`src/rtl/sig_mon.sv`:
```
// Receive-side monitor for a DDS quadrature sine/cosine stream.
// Measures the period between rising zero crossings of the sine and the peak/trough within it.
// It also checks cosine quadrature at each crossing and flags lock once the period is stable.
//
// Latency: the measurement is registered and reported one cycle after the crossing sample.
// Backpressure: none. Every cycle with in_valid=1 is consumed, and in_valid=0 freezes all state.
//
// Ports:
//   clk, rst_n          clock, asynchronous active-low reset
//   in_valid            sample strobe
//   sin_in, cos_in      signed 8-bit quadrature samples
//   clr                 synchronous clear of the sticky quad_err / ovf flags
//   meas_valid          one-cycle pulse when period/peak/trough update
//   period              samples between the last two crossings
//   peak, trough        signed sine max/min over that period
//   locked              period stable for LOCK_N consecutive reports
//   quad_err, ovf       sticky cosine-phase error / period counter saturation
module sig_mon #(
  parameter int PER_W    = 20,
  parameter int HYST     = 8,
  parameter int QUAD_MIN = 64,
  parameter int PER_TOL  = 2,
  parameter int LOCK_N   = 4
) (
  input  logic             clk,
  input  logic             rst_n,
  input  logic             in_valid,
  input  logic [7:0]       sin_in,
  input  logic [7:0]       cos_in,
  input  logic             clr,
  output logic             meas_valid,
  output logic [PER_W-1:0] period,
  output logic [7:0]       peak,
  output logic [7:0]       trough,
  output logic             locked,
  output logic             quad_err,
  output logic             ovf
);

  localparam logic [0:0] SEARCH = 1'b0;
  localparam logic [0:0] TRACK  = 1'b1;

  localparam int SW = $clog2(LOCK_N + 1);

  // Largest count still treated as a valid period. Reaching it means no crossing arrived in time.
  localparam logic [PER_W-1:0]        CNT_SAT  = {{(PER_W-1){1'b1}}, 1'b0};
  localparam logic signed [7:0]       ARM_LVL  = 8'(-HYST);
  localparam logic signed [7:0]       QUAD_LVL = 8'(QUAD_MIN);
  localparam logic signed [PER_W:0]   TOL_HI   = (PER_W+1)'(PER_TOL);
  localparam logic signed [PER_W:0]   TOL_LO   = (PER_W+1)'(-PER_TOL);
  localparam logic [SW-1:0]           LOCK_V   = SW'(LOCK_N);

  logic [0:0]             state;
  logic                   armed;
  logic [PER_W-1:0]       cnt;
  logic [PER_W-1:0]       prev_per;
  logic [SW-1:0]          stable;
  logic signed [7:0]      run_max;
  logic signed [7:0]      run_min;

  logic signed [7:0]      sin_s;
  logic signed [7:0]      cos_s;
  logic                   crossing;
  logic                   sat_hit;
  logic                   quad_set;
  logic                   in_tol;
  logic [PER_W-1:0]       cnt_inc;
  logic signed [PER_W:0]  per_diff;
  logic [SW-1:0]          stable_nxt;

  assign sin_s = sin_in;
  assign cos_s = cos_in;

  // Hysteresis: a crossing only counts after the sine has gone clearly negative.
  assign crossing = in_valid && armed && (sin_s >= 8'sd0);
  assign cnt_inc  = cnt + 1'b1;

  // cnt_inc is the period that ends at this crossing sample.
  // The difference uses an extra sign bit so unsigned periods never wrap.
  assign per_diff   = $signed({1'b0, cnt_inc}) - $signed({1'b0, prev_per});
  assign in_tol     = (per_diff <= TOL_HI) && (per_diff >= TOL_LO);
  assign stable_nxt = !in_tol ? '0 :
                      (stable >= LOCK_V) ? LOCK_V : stable + 1'b1;

  assign sat_hit  = in_valid && !crossing && (cnt_inc == CNT_SAT);
  assign quad_set = crossing && (state == TRACK) && (cos_s < QUAD_LVL);

  always_ff @(posedge clk or negedge rst_n) begin
    if (!rst_n) begin
      state      <= SEARCH;
      armed      <= 1'b0;
      cnt        <= '0;
      prev_per   <= '0;
      stable     <= '0;
      run_max    <= 8'sh80;
      run_min    <= 8'sh7f;
      meas_valid <= 1'b0;
      period     <= '0;
      peak       <= '0;
      trough     <= '0;
      locked     <= 1'b0;
      quad_err   <= 1'b0;
      ovf        <= 1'b0;
    end else begin
      meas_valid <= 1'b0;
      // Sticky flags: a set in the same cycle as clr takes priority.
      quad_err   <= quad_set || (quad_err && !clr);
      ovf        <= sat_hit  || (ovf && !clr);

      if (in_valid) begin
        if (crossing) begin
          armed <= 1'b0;
        end else if (sin_s < ARM_LVL) begin
          armed <= 1'b1;
        end

        if (crossing) begin
          if (state == TRACK) begin
            meas_valid <= 1'b1;
            period     <= cnt_inc;
            // run_max/run_min do not yet include the crossing sample,
            // which belongs to the next period.
            peak       <= run_max;
            trough     <= run_min;
            stable     <= stable_nxt;
            locked     <= (stable_nxt >= LOCK_V);
            prev_per   <= cnt_inc;
          end
          state   <= TRACK;
          cnt     <= '0;
          run_max <= sin_s;
          run_min <= sin_s;
        end else if (sat_hit) begin
          // Signal lost: drop lock and re-acquire from scratch.
          state   <= SEARCH;
          cnt     <= '0;
          stable  <= '0;
          locked  <= 1'b0;
          run_max <= sin_s;
          run_min <= sin_s;
        end else begin
          cnt <= cnt_inc;
          if (sin_s > run_max) run_max <= sin_s;
          if (sin_s < run_min) run_min <= sin_s;
        end
      end
    end
  end

endmodule
```
`config.mk`:
```
export PLATFORM = sky130hd
export DESIGN_NAME = sig_mon
export DESIGN_NICKNAME = d
export VERILOG_FILES = /design/src/rtl/sig_mon.sv
export SDC_FILE = /design/constraint.sdc
export NUM_CORES = 1
export LEC_CHECK = 0
export ABC_AREA = 1
export BUFFER_PORTS_ARGS = -buffer_cell sky130_fd_sc_hd__buf_2
export CORE_UTILIZATION = 45
export CTS_CLUSTER_DIAMETER = 150
export DETAILED_ROUTE_END_ITERATION = 8
export PLACE_DENSITY = 0.67
export SLEW_MARGIN = 40
export SYNTH_ARGS = -nofsm -noshare
export SYNTH_HDL_FRONTEND = slang
export SYNTH_SLANG_ARGS = --single-unit
```
`constraint.sdc`:
```
create_clock -name clk -period 7.2 [get_ports clk]
set_input_delay 2.16 -clock clk [delete_from_list [all_inputs] [get_ports clk]]
set_output_delay 2.16 -clock clk [all_outputs]
set_load 0.01 [all_outputs]
```
## After elaboration in Yosys (flattened, before gate mapping)

Cells that the tools add are included.

- Equal/unequal tests: 2
- Muxes and demuxes: 22
- Reduce and logical (&&, ||, !) cells: 23
- Order comparisons: 9
- Add/subtract/negate cells: 3

Operator list:

| operator | count |
|---|---|
| $mux 8 | 6 |
| $mux 20 | 2 |
| $ge 21x2->1 const B | 1 |
| $le 21x3->1 const B | 1 |
| $sub 20x20->21 | 1 |
| $add 20x1->20 const B | 1 |
| $eq 20x20->1 const B | 1 |
| $mux 3 | 5 |
| $logic_and 1x1->1 | 9 |
| $mux 1 | 9 |
| $ge 8x1->1 const B | 1 |
| $gt 8x8->1 | 1 |
| $lt 8x4->1 const B | 1 |
| $lt 8x8->1 | 1 |
| $lt 8x8->1 const B | 1 |
| $reduce_and 2->1 | 4 |
| $ge 3x3->1 const B | 2 |
| $reduce_and 3->1 | 2 |
| $reduce_bool 3->1 | 2 |
| $reduce_bool 2->1 | 2 |
| $add 3x1->3 const B | 1 |
| $logic_not 1->1 | 2 |
| $logic_or 1x1->1 | 2 |
| $ne 2x2->1 const B | 1 |

- Word-level logic and storage cells: 72
- Input port bits: 20
- Register bits: 81
- Output and inout bits: 40

## Depth between registers and ports, before layout

- Depth in word-level cells: 8
- Gate-level depth with buffers: 25
- Gate-level depth less buffers: 25

## Worst setup path after synthesis

Ideal clock, no wire load.

- Kind: input-to-reg
- From: input port in_valid
- To: register cnt[10]
- Setup time: 130 ps
- Stages on the path: 13
- Data required time: 7070 ps
- Arrival: 3451 ps
- Slack: 3620 ps
- Path through: buf_2 > inv_2 > nor2_1 > nand2_1 > nand2_1 > nor2_1 > nand4_1 > nor2_1 > nand2_2 > buf_6 > buf_6 > nand4_1 > o21ai_1

- Longest elaborated chain between the ends: 7

Ends and longest elaborated chain:

| item | line | source |
|---|---|---|
| from (decl) | 27 | `input logic in_valid,` |
| $logic_and 1x1->1 (2 in a row) | 75 | `assign crossing = in_valid && armed && (sin_s >= 8'sd0);` |
| $logic_not 1->1 | 85 | `assign sat_hit = in_valid && !crossing && (cnt_inc == CNT_SAT);` |
| $logic_and 1x1->1 (2 in a row) | 85 |  |
| $mux 20 | 133 | `end else if (sat_hit) begin` |
| $mux 20 | 117 | `if (crossing) begin` |
| to (signal assigned) | 142 | `cnt <= cnt_inc;` |
| to (decl) | 55 | `logic [PER_W-1:0] cnt;` |

Parallel ways exist; a longest one is shown, timed or not.
A chain may end at the register's enable or synchronous reset.

## Worst setup path in the final report

- From: input port in_valid
- To: register run_min[7]

- Longest elaborated chain between the ends: 7

Ends and longest elaborated chain:

| item | line | source |
|---|---|---|
| $logic_and 1x1->1 (2 in a row) | 75 |  |
| $logic_not 1->1 | 85 |  |
| $logic_and 1x1->1 (2 in a row) | 85 |  |
| $reduce_bool 3->1 (no source line) / $mux 8 (equally long branches) | n/a |  |
| $reduce_and 2->1 (no source line) / $mux 8 (equally long branches) | n/a |  |
| to (signal assigned) | 132 | `run_min <= sin_s;` |
| to (signal assigned) | 140 | `run_min <= sin_s;` |
| to (signal assigned) | 144 | `if (sin_s < run_min) run_min <= sin_s;` |
| to (decl) | 59 | `logic signed [7:0] run_min;` |

Parallel ways exist; a longest one is shown, timed or not.

==> results_dict.tcl <==
set metrics [dict create \
    outcome "finished clean" \
    drtIter0Drc 360 \
    rows 40 \
    clock-root-buffer "clkbuf_16" \
    ctsHoldBuffers 0 \
    htree_levels 3 \
    yosysSeqAreaShare_pct 35.9 \
    fin_nets 910 \
    slowest_delay_ns 0.38 \
    drive_gt1_share_pct 11.9 \
    relSlewSlack_pct 52.0 \
    dieHeight_um 114 \
    r2r_setup_slack_ns 3.67 \
    layout_commonest_cell "nand2_1" \
    crit_type "input port to flop" \
    clock_path_buffers 2 \
    worstPathArrival_ns 4.68 \
    ys_types 34 \
    cts_resized 0 \
    worst_setup_path_end_kind "flop" \
    cp_common_cell "nand2_1" \
    grt_pass1_wl_um 23200 \
    drc 0 \
    drt_pre_antenna_iters 4 \
    syn_avg_cell_area_um2 6.97 \
    vias 5140 \
    hold_start "run_min[3]$_DFFE_PN1P_" \
    cp_cell_sequence "buf_2, inv_2, nor2_1, nand2_1, buf_4, nand2_1, nor2_1, nand4_1, nor2_1, nand2_2, nand3_2, nand2_2, nand2_1, nand2_1" \
    tns_ns 0 \
    dpl_cell_area_um2 6010 \
    maxCapViolCount 0 \
    multiInputGateArea_um2 3030 \
    period_share_pct 61.8 \
    hold_violations 0 \
    synth_seq_cells 80 \
    dieArea_um2 12900 \
    fmax_mhz 225 \
    synth_edf_count 0 \
    final_area_um2 6310 \
    tightest_slew_ns 0.720 \
    n_antenna_cell 0 \
    post_cts_buffers 0 \
    r2r-end "locked$_DFFE_PN0P_" \
    rsz0062_at_grt "false" \
    area_growth_pct 12.6 \
    synth_flop_cell "dfrtp_1" \
    synth_nets 864 \
    fin_util_pct 52.3 \
    crit_start "in_valid" \
    finalPower_w 0.00221 \
    cp_max_fo 30 \
    netlist_instances 804 \
    vdd_drop_max_uv 220 \
    grtUsageMet1_pct 31.9 \
    port_buffers 53 \
    grt.met2_usage_pct 35.9 \
    ys.warnings.count 0 \
    overflow 0 \
    drt-wirelength-per-cell_um 13.3 \
    ios 60 \
    slew_violations 0 \
    setup_viol 0 \
    dp_hpwl_um 10200 \
    vias_per_cell 5.02 \
    reg2reg_from "cnt[0]$_DFFE_PN0P_" \
    core_area_um2 12100 \
    grt_max_degree 81 \
    cts_tree "built" \
    power_density_nw_per_um2 351 \
    antenna_found_initial 0 \
    crit_required_ns 7.43 \
    final_cell_mix "247 x nand2_1, 119 x inv_1, 72 x dfrtp_1" \
    wl_um 13600 \
    hold-worst-slack_ns 0.462 \
    routabilityCongestion 0.915 \
    power.leakage_nw 3.48 \
    syn_area_um2 5600 \
    start_util_pct 46.5 \
    skew_ns 0.00674 \
    hold_depth 2 \
    clk_latency_ns 0.33 \
    top_usage_layer "met2" \
    fin_crit_ns 4.45 \
    start_kind "input port" \
    worstRegToRegCells 22 \
    synthArstFlopShare_pct 100 \
    die_w_um 114 \
    cts_buffers 9 \
    cpLargestDelayFamily "simple AND/OR/NAND/NOR gates" \
    use_met3_pct 2.82 \
    grt_util_all_layers_pct 22.7 \
    regArea_um2 2010 \
    num-fill-cells 1225 \
    ant_nets 0 \
    clock-sinks 80 \
    crit_slowest_cell "nand2_2" \
    hold_path.class "flop to flop" \
    first_global_vias 4761 \
    hold_end "run_min[3]$_DFFE_PN1P_" \
    clk_pin_slew_worst_paths_ns 0.06 \
    crit_buf_inv 3 \
]
[Yosys cell counts, types with 2 or more instances]
master | n | area, µm²
nor2_2 | 5 | 31.3
o21ai_1 | 9 | 45.0
dfstp_2 | 8 | 210
nand3_1 | 63 | 315
buf_2 | 2 | 10.0
nor3_1 | 7 | 35.0
a21o_1 | 2 | 15.0
nand2_1 | 248 | 931
a21oi_1 | 28 | 140
xor2_1 | 9 | 78.8
nor2_1 | 53 | 199
buf_6 | 3 | 33.8
clkbuf_1 | 14 | 52.6
o21bai_1 | 4 | 30.0
inv_1 | 119 | 447
dfrtp_1 | 72 | 1800
nand3b_1 | 4 | 30.0
o21a_1 | 3 | 22.5
nand4_1 | 35 | 219
xnor2_1 | 2 | 17.5
inv_2 | 5 | 18.8
ha_1 | 39 | 488
nand3_2 | 2 | 20.0
xor2_2 | 2 | 32.5
nand2_2 | 6 | 37.5
o21ai_0 | 52 | 260
[cell families after synthesis]
family                   count (synthesis)  share of synthesized area (%)
AO/OA/AOI/OAI                           99                           9.31
XOR/XNOR                                14                           2.59
adder cells (fa/ha/maj)                 40                           9.06
buffers and inverters                  144                           10.1
flip-flops                              80                           35.9
AND/OR/NAND/NOR                        427                           33.0
[worst reg2reg max path, delay by kind of cell (launching register included)]
kind,cells,cell delay [ns]
AND/OR/NAND/NOR,18,2.06
adder cells (fa/ha/maj),2,0.72
flip-flops,1,0.50
buffers and inverters,2,0.18
[how the worst max path moves through the flow]
stage / cells past startpoint / slack (ns) / to
final: 14 / 2.75 / run_min[7]$_DFFE_PN0P_
after global routing: 14 / 2.54 / run_max[3]$_DFFE_PN0P_
after CTS: 14 / 2.79 / run_min[7]$_DFFE_PN0P_
after detailed placement: 14 / 2.42 / run_min[7]$_DFFE_PN0P_
after global placement: 14 / 2.46 / run_max[1]$_DFFE_PN0P_
after floorplan: 13 / 3.62 / cnt[10]$_DFFE_PN0P_
[state kept, by name, indices dropped and copies added (netlist names)]
signal / flops
run_min: 8
armed: 1
run_max: 8
trough: 8
prev_per: 20
stable: 2
meas_valid: 1
locked: 1
peak: 8
quad_err: 1
cnt: 20
ovf: 1
state: 1
[layout make-up]
class                           count  area share [%]
Clock inverter                      4           0.853
Inverter                          124            7.38
Tap cell                          168            3.33
Sequential cell                    80            31.9
Clock buffer                       12            3.91
Timing Repair Buffer               55            4.54
Multi-Input combinational cell    580            48.1
[routing by layer]
metal / vias up / part of all wire, %
met5: - / 0
met4: 0 / 2.3
met3: 19 / 3.0
met2: 93 / 45
met1: 2349 / 50
li1: 2679 / -
[power by group]
group          total, W  internal (W)  switching, W
registers      0.000650      0.000580     0.0000695
clock network  0.000456      0.000279      0.000178
logic           0.00111      0.000393      0.000715
total           0.00221       0.00125      0.000962
[through the flow]
stage,setup slack [ns],cells
floorplan,3.62,804
global placement,2.46,1007
detailed placement,2.42,1007
CTS,2.79,1023
global route,2.54,1023
finish,2.75,1023
No activity file was read; power rests on OpenSTA's default activity.
